## src/rtl/lsu_mem_master.sv

```systemverilog
// Load/store initiator for the data-RAM port: one request at a time, with optional
// splitting of misaligned half/word accesses into little-endian byte beats.
module lsu_mem_master #(
   parameter bit          ALLOW_MISALIGNED = 1'b1,
   parameter int unsigned ADDR_W           = 32
) (
   input  logic              clk_i,
   input  logic              rst_i,
   input  logic              req_valid_i,
   output logic              req_ready_o,
   input  logic              req_we_i,
   input  logic [1:0]        req_hb_i,
   input  logic              req_uload_i,
   input  logic [ADDR_W-1:0] req_addr_i,
   input  logic [31:0]       req_wdata_i,
   output logic              rsp_valid_o,
   output logic [31:0]       rsp_rdata_o,
   output logic              rsp_err_o,
   output logic [ADDR_W-1:0] mem_addr_o,
   output logic [31:0]       mem_wdata_o,
   output logic              mem_we_o,
   output logic [1:0]        mem_hb_o,
   output logic              mem_uload_o,
   input  logic [31:0]       mem_rdata_i
);

   typedef enum logic [1:0] {IDLE, ACCESS, RESP} state_t;

   state_t              state_q, state_d;
   logic                we_q, uload_q, split_q, err_q;
   logic [1:0]          hb_q, cnt_q, last_q;
   logic [ADDR_W-1:0]   addr_q;
   logic [31:0]         wdata_q, asm_q;
   logic                accept, misaligned, reject, last_beat;
   logic [7:0]          wbyte;

   assign accept     = (state_q == IDLE) && req_valid_i;
   assign misaligned = ((req_hb_i == 2'b10) && req_addr_i[0]) ||
                       ((req_hb_i == 2'b00) && (req_addr_i[1:0] != 2'b00));
   assign reject     = (req_hb_i == 2'b11) || (misaligned && !ALLOW_MISALIGNED);
   assign last_beat  = !split_q || (cnt_q == last_q);
   assign wbyte      = wdata_q[{cnt_q, 3'b000} +: 8];

   always_comb begin
      state_d = state_q;
      unique case (state_q)
         IDLE:    if (req_valid_i) state_d = reject ? RESP : ACCESS;
         ACCESS:  if (last_beat) state_d = RESP;
         RESP:    state_d = IDLE;
         default: state_d = IDLE;
      endcase
   end

   always_ff @(posedge clk_i) begin
      if (rst_i) begin
         state_q <= IDLE;
         we_q    <= 1'b0;
         uload_q <= 1'b0;
         split_q <= 1'b0;
         err_q   <= 1'b0;
         hb_q    <= 2'b11;
         cnt_q   <= '0;
         last_q  <= '0;
         addr_q  <= '0;
         wdata_q <= '0;
         asm_q   <= '0;
      end else begin
         state_q <= state_d;
         if (accept) begin
            we_q    <= req_we_i;
            uload_q <= req_uload_i;
            hb_q    <= req_hb_i;
            addr_q  <= req_addr_i;
            wdata_q <= req_wdata_i;
            err_q   <= reject;
            split_q <= misaligned && !reject;
            last_q  <= (req_hb_i == 2'b10) ? 2'd1 : 2'd3;
            cnt_q   <= '0;
            asm_q   <= '0;
         end else if (state_q == ACCESS) begin
            cnt_q <= cnt_q + 2'd1;
            if (split_q) asm_q[{cnt_q, 3'b000} +: 8] <= mem_rdata_i[7:0];
            else         asm_q <= mem_rdata_i;
         end
      end
   end

   // Split beats are byte reads with uload=1, so half-word extension happens here;
   // aligned accesses rely on the RAM's own extension.
   always_comb begin
      req_ready_o = (state_q == IDLE);
      rsp_valid_o = (state_q == RESP);
      rsp_err_o   = (state_q == RESP) && err_q;
      rsp_rdata_o = '0;
      if ((state_q == RESP) && !err_q && !we_q) begin
         if (split_q && (hb_q == 2'b10))
            rsp_rdata_o = {{16{~uload_q & asm_q[15]}}, asm_q[15:0]};
         else
            rsp_rdata_o = asm_q;
      end
   end

   // Write enable is masked while reset is held so an abandoned beat never commits.
   always_comb begin
      mem_addr_o  = '0;
      mem_wdata_o = '0;
      mem_we_o    = 1'b0;
      mem_hb_o    = 2'b11;
      mem_uload_o = 1'b0;
      if (state_q == ACCESS) begin
         mem_we_o = we_q & ~rst_i;
         if (split_q) begin
            mem_addr_o  = addr_q + ADDR_W'(cnt_q);
            mem_wdata_o = {24'h0, wbyte};
            mem_hb_o    = 2'b01;
            mem_uload_o = 1'b1;
         end else begin
            mem_addr_o  = addr_q;
            mem_wdata_o = wdata_q;
            mem_hb_o    = hb_q;
            mem_uload_o = uload_q;
         end
      end
   end

endmodule

```

## config.mk

```make
export PLATFORM = sky130hd
export DESIGN_NAME = lsu_mem_master
export DESIGN_NICKNAME = d
export VERILOG_FILES = /design/src/rtl/lsu_mem_master.sv
export SDC_FILE = /design/constraint.sdc
export NUM_CORES = 1
export LEC_CHECK = 0
export ABC_CLOCK_PERIOD_IN_PS = 3000
export BUFFER_PORTS_ARGS = -buffer_cell sky130_fd_sc_hd__buf_2
export CORE_MARGIN = 10
export CORE_UTILIZATION = 44
export DETAILED_ROUTE_END_ITERATION = 6
export PLACE_DENSITY = 0.79
export SYNTH_ARGS = -nofsm -noshare
export SYNTH_HDL_FRONTEND = slang
export SYNTH_SLANG_ARGS = --single-unit
```

## constraint.sdc

```tcl
create_clock -name clk_i -period 3 [get_ports clk_i]
set_input_delay 0.6 -clock clk_i [delete_from_list [all_inputs] [get_ports clk_i]]
set_output_delay 0.6 -clock clk_i [all_outputs]
set_load 0.01 [all_outputs]
```

==> results by group, run 1 <==
Worst setup path
  • Crit Reg-Reg Startpoint: cnt_q[0]
  • Slowest CP cell: or4_4
  • Critical path class: reg2out
  • Crit start category: register
  • Crit-path max cell delay: approximately 540 ps
  • Worst Setup SP: addr_q[0]
  • Crit-path max FO: 8
  • WP depth: 8
  • WP buf/inv: 2
  • Worst setup endpoint: mem_addr_o[14]
  • Worst EP required: roughly 2400 ps
  • Slack of the worst reg-to-reg path: approximately 670 ps
  • Family with the most delay on the worst path: simple AND/OR/NAND/NOR gates
  • CP endpoint kind: output port
  • Cell Chain, Critical Path: ha_4 -> inv_2 -> fa_2 -> nand3b_1 -> or4_4 -> or3_4 -> a21oi_2 -> buf_2
  • Reg2reg path depth: 7
  • Worst r2r dst: asm_q[10]
  • Arrival time worst endpoint: ~2600 ps

Power and ir drop
  • Leakage: about 3.3 nW
  • VDD IR max: around 0.00033 V
  • Total Power Consumption: approximately 3.2 mW
  • Total power divided by cell area: between 400 and 500 nW/um^2

Synth
  • Sequential share of the synthesized area: 0.379
  • Simple-gate share of the synthesized area: 0.305
  • Mux contribution to synthesized area: 0.0246
  • Largest family of logic cells by synthesized area: simple AND/OR/NAND/NOR gates
  • Mapped Nets: 887
  • Yosys warns: 0
  • Number of synthesized flops with an enable pin: 0
  • Syn Std Cell Area: roughly 5700 sq um
  • Synth async-reset ratio: 0
  • Synth Flop Type: dfxtp_1
  • Post-synthesis compound-gate area fraction: 0.206
  • Post-synth cell types: 52
  • FF+latch count, synth: between 100 and 150
  • Cells after synthesis: 777
  • Avg Inst Size Synth: roughly 7.3 sq um
  • Synth Area in XOR/XNOR: 0.0184
  • Post-synthesis adder-cell area fraction: 0.0167

Placed design
  • Routability Congestion: ~0.94
  • Port bufs: between 200 and 250
  • Dpl ws: 11.0 ps
  • DP HPWL: about 15000 microns

Floorplan
  • Io pins: around 200
  • Core area: approximately 13000 sq um
  • Die Ht: around 130 microns
  • # rows: slightly above 40
  • Starting density of the core: 0.450
  • Die W: 134 microns
  • Full die area: ~18000 sq um

Timing
  • Max-slew violation count: 0
  • Slew Limit Headroom: 0.477
  • # setup viols final: 15
  • RSZ-0062 raised after global routing: true
  • Hold slack: 453 ps
  • Final setup margin: -197 ps
  • Period utilization: 1.07
  • Hold Fails Final Rpt: 0
  • Final worst path period need: roughly 3200 ps
  • Fmax: 0.313 GHz
  • Clock skew: about 8.7 ps
  • Worst slew pin tran: a little under 800 ps

Status
  • Outcome: complete, but fails checks
  • Failing checks: negative setup slack

Global route
  • Number of global-route vias before repair: roughly 5800
  • Largest net degree at the start of global routing: 70
  • GRT Total Usage: 0.208
  • Initial antenna violation count: 1
  • Global-route wire length before repair: between 30000 and 40000 microns
  • Congestion Overflow GR: 0

Clocking
  • Cts hold-fix bufs: 0
  • Clock Tree Buf Depth: 2
  • Worst-path clk slew: roughly 70 ps
  • CTS tree: done
  • Skew-Pair Late Insertion Delay: 350 ps
  • Clk sinks: ~110
  • CTS H-Tree Depth: 3
  • Total CTS buffers: 9
  • Root buffer cell: clkbuf_16

Drt
  • DRC Markers: 0
  • Drt first pass iters: 5
  • Post-DR vias/cell: 5.53
  • Antenna viol nets, final: 0
  • Initial DRC Count: roughly 500
  • WL final: around 20000 microns
  • Wire per inst: ~17 microns
  • Vias: between 6000 and 7000

Finish
  • Proportion of layout cells with a drive suffix above 1: 0.304
  • Area grow syn2layout: 29.9%
  • Diodes inserted: 0
  • Layout Nets: roughly 1100
  • Final Util: 0.584

Min path
  • Tightest Hold Check Type: reg2reg

Job
  • Max-cap violations: 0
flip-flops by register name (all words and copies together), names as in the netlist:
register / count
addr_q: 32
asm_q: 32
wdata_q: 32
cnt_q: 2
hb_q: 2
last_q: 2
state_q: 2
err_q: 1
split_q: 1
uload_q: 1
we_q: 1
layer usage:
| metal | vias to the layer above | wire, microns | track usage | part of all wire |
|---|---|---|---|---|
| li1 | 3102 | - | - | - |
| met1 | 2931 | 8640 | 0.273 | 0.44 |
| met2 | 264 | 8740 | 0.315 | 0.44 |
| met3 | 42 | 1790 | 0.0560 | 0.091 |
| met4 | 2 | 539 | 0.0871 | 0.027 |
| met5 | - | 7 | 0 | 0.00036 |
logic make-up after synthesis:
kind of cell | Yosys count
adder cells (fa/ha/maj) | 7
AND/OR/NAND/NOR | 374
multiplexers | 13
buffers and inverters | 72
AO/OA/AOI/OAI | 191
XOR/XNOR | 12
flip-flops | 108
cell usage after synthesis (all sizes together) (7+ instances only):
cell	number	area, sq um
nand2	160	601
dfxtp	108	2160
a21oi	94	470
nor2	89	334
clkbuf	50	198
and3	28	176
and2	20	125
o21ai	19	95.1
a211oi	17	128
a22oi	16	120
inv	14	52.6
nand4	13	93.8
nor3	12	60.1
nand3	10	50.1
or4	10	78.8
xnor2	9	78.8
a221oi	8	70.1
a32oi	8	70.1
buf	8	35.0
mux2	8	90.1
o22ai	8	50.1
or3	8	50.1
nand2b	7	43.8
o31ai	7	52.6
tightest hold or removal path: stages, from the launching register on:
cell and delay [ps]:
dfxtp_1 310, nand2_1 50, a21oi_1 50
per-stage QoR:
step	instance area [sq um]	std cells	setup TNS [ps]
floorplan	5740	777	0
finish	7410	1146	-1320
detailed placement	6990	1128	0
CTS	7360	1146	-912
global placement	6990	1128	0
global route	7410	1146	-3140
final cells by class:
| type | count | area (sq um) |
|---|---|---|
| fill | 1217 | 5270 |
| multi-input combinational | 597 | 3410 |
| sequential | 108 | 2170 |
| timing repair buffer | 239 | 1280 |
| clock buffer | 13 | 260 |
| tap | 172 | 215 |
| inverter | 14 | 52.6 |
| clock inverter | 3 | 21.3 |
worst min-delay path by stage:
stage	cells after the start	startpoint	slack (ps)	to
after floorplan	2	wdata_q[0]	430	wdata_q[0]
final	2	wdata_q[7]	450	wdata_q[7]
after detailed placement	2	wdata_q[7]	440	wdata_q[7]
after CTS	2	wdata_q[2]	450	wdata_q[2]
after global routing	2	wdata_q[7]	480	wdata_q[7]
after global placement	2	wdata_q[3]	440	wdata_q[3]
layout by cell type, fill, tap and decap left out, drive strengths merged, types with 3 or more instances in the layout:
cell and n:
nor2b 4, o311ai 3, o31ai 7, a21oi 94, buf 239, clkbuf 13, nand2b 7, nor2 89
or4 10, nand4 13, o21ai 19, inv 14, o22ai 8, mux2i 5, and3 28, a22oi 16
nand2 160, or3 8, a32oi 8, xor2 3, a211oi 17, nor3 12, nor4 6, ha 6
a221oi 8, nand3 10, and2 20, xnor2 9, mux2 8, dfxtp 108
timing repair:
action | in CTS | in global routing
pin swaps | 6 | 5
setup endpoints to repair | 18 | 21
gates resized for setup | 16 | 12
buffers inserted | 3 | 2
power by group:
group | internal, mW | switching (mW)
clock | 0.610 | 0.528
sequential | 1.52 | 0.0761
combinational | 0.197 | 0.301
No activity file was read; power rests on OpenSTA's default activity.
==> run 2: changes to the inputs <==
GPL_TIMING_DRIVEN = 0   (was not set)
==> run 2 against run 1 <==
Flip-flop and latch count is the same. Worst setup slack got worse by 230 ps. Final area is 5.1% higher. The run still ends with negative setup slack left. Combinational power rose by 5.2%. Critical endpoint is now mem_addr_o[26]. Total power grew 2.7%. Count of clock-buffer cells in the layout shrank 1.
==> results by group, run 2 (synthesis results as in run 1) <==
Status
  • Outcome: complete, but fails checks
  • Failing checks: negative setup slack

Clocking
  • Root buffer cell: clkbuf_16
  • CTS H-Tree Depth: 3
  • Total CTS buffers: 9
  • Clock Tree Buf Depth: 2
  • Clk sinks: about 110
  • Cts hold-fix bufs: 0
  • Skew-Pair Late Insertion Delay: 350 ps
  • Worst-path clk slew: around 70 ps
  • CTS tree: done

Global route
  • GRT Total Usage: 0.226
  • Met1 usage: 0.284
  • GRT busiest layer: met2
  • Global-route wire length before repair: 33300 microns
  • Number of global-route vias before repair: about 6500
  • Largest net degree at the start of global routing: 17
  • GR Layer Usage met2: 0.363
  • Met3 Use GR: 0.0594
  • Initial antenna violation count: 0
  • Congestion Overflow GR: 0

Drt
  • Post-DR vias/cell: approximately 5.5
  • DRC Markers: 0
  • Antenna viol nets, final: 0
  • Initial DRC Count: around 450
  • Vias: 6565
  • Wire per inst: between 15 and 20 microns
  • Drt first pass iters: 5
  • WL final: 21400 microns

Min path
  • Hold path start: wdata_q[1]
  • Tightest Hold Check Type: reg2reg

Floorplan
  • Full die area: between 15000 and 20000 sq um
  • Die W: ~130 microns
  • Starting density of the core: 0.450
  • # rows: between 40 and 50
  • Io pins: between 200 and 250
  • Die Ht: 134 microns
  • Core area: roughly 13000 sq um

Worst setup path
  • Worst EP required: approximately 2400 ps
  • Crit Reg-Reg Startpoint: cnt_q[0]
  • CP endpoint kind: output port
  • Cell Chain, Critical Path: ha_4 -> inv_2 -> fa_2 -> nand3b_1 -> or4_4 -> or3_4 -> a21oi_2 -> buf_2
  • Crit-path max FO: 5
  • Crit start category: register
  • Slowest CP cell: or4_4
  • Critical path class: reg2out
  • Crit-path max cell delay: 600 ps
  • Arrival time worst endpoint: ~2800 ps
  • Worst Setup SP: addr_q[0]

Timing
  • Clock skew: between 5 and 6 ps
  • Hold Fails Final Rpt: 0
  • # setup viols final: 15
  • Period utilization: 1.14
  • Final setup margin: -425 ps
  • Fmax: between 0.2 and 0.3 GHz
  • RSZ-0062 raised after global routing: true
  • Slew Limit Headroom: 0.501
  • Worst slew pin tran: approximately 740 ps
  • Final worst path period need: between 3000 and 4000 ps
  • Max-slew violation count: 0

Power and ir drop
  • Total power divided by cell area: approximately 430 nW/um^2
  • Leakage: roughly 3.4 nW
  • VDD IR max: around 0.0003 V

Finish
  • Diodes inserted: 0
  • Register area: approximately 2200 sq um
  • Fill cell total of the finished layout: 1159
  • Layout Nets: 1125
  • Post-route design area: 7780 sq um
  • Regs by FF count: addr_q: 32 flops, asm_q: 32 flops, wdata_q: 32 flops
  • Most frequent cells in the layout: buf_2, nand2_1, dfxtp_1, nor2_1, a21oi_1
  • Total area of multi-input combinational cells: approximately 3600 sq um
  • Area grow syn2layout: 36.5%
  • Proportion of layout cells with a drive suffix above 1: 0.319
  • Commonest non-fill, non-tap cell in the layout: buf_2

Placed design
  • Dpl ws: -395 ps
  • DP HPWL: roughly 16000 microns
  • Port bufs: between 200 and 250
  • Routability Congestion: 0.914
  • DP Area: ~7000 sq um

Job
  • Max-cap violations: 0
[run 2: cell types whose count changed in the layout (fill, tap and decap cells not counted), sizes merged]
cell      delta
bufinv       +1
clkbuf      +47
clkinvlp     +1
clkinv       -1
buf          -2
[run 2: worst paths after layout]
kind	slack, ps	endpoint	depth (start not counted)
min reg2reg	460	wdata_q[1]	2
max	-420	mem_addr_o[26]	8
min	460	wdata_q[1]	2
max reg2reg	300	asm_q[12]	9
[run 2: final cells by class]
| class | count | share of cell area |
|---|---|---|
| buffer | 57 | 0.0341 |
| clock buffer | 12 | 0.0304 |
| clock inverter | 4 | 0.00643 |
| inverter | 14 | 0.00675 |
| multi-input combinational | 597 | 0.458 |
| sequential | 108 | 0.281 |
| tap | 172 | 0.0277 |
| timing repair buffer | 228 | 0.156 |
[run 2: repair_timing]
item                       CTS  global route
pin swaps                   14            10
gates cloned                 0             0
hold endpoints to repair     0             0
setup endpoints to repair   55            61
setup buffers               14            10
resized for setup           41            43
[run 2: through the flow]
step	hold slack [ps]	util	setup TNS, ps	std cells	power, mW
2_1_floorplan	433	-	0	777	1.91
3_3_place_gp	443	0.551	-4130	1154	2.11
3_5_place_dp	445	0.551	-4810	1154	2.12
4_1_cts	455	0.597	-3070	1184	3.30
5_1_grt	469	0.614	-5210	1192	3.46
6_report	458	0.614	-3600	1192	3.32
[run 2: critical path: cells and delay by family, from the launching register on]
family | cells | cell delay [ps]
buf+inv | 2 | 190
simple gates | 3 | 1230
fa+ha+maj | 2 | 540
compound gates | 1 | 150
flops | 1 | 370
[run 2: metal layers]
layer / share of wire / wire (microns)
met3: 0.083 / 1780
met5: 0 / 0
met4: 0.033 / 714
met1: 0.43 / 9130
met2: 0.46 / 9770
[run 2: report_power, final]
group | internal [mW] | leakage [nW] | switching, mW | total [mW]
clock | 0.648 | 0.133 | 0.541 | 1.19
combinational | 0.202 | 2.37 | 0.321 | 0.524
sequential | 1.52 | 0.890 | 0.0855 | 1.60
total | 2.37 | 3.40 | 0.947 | 3.32
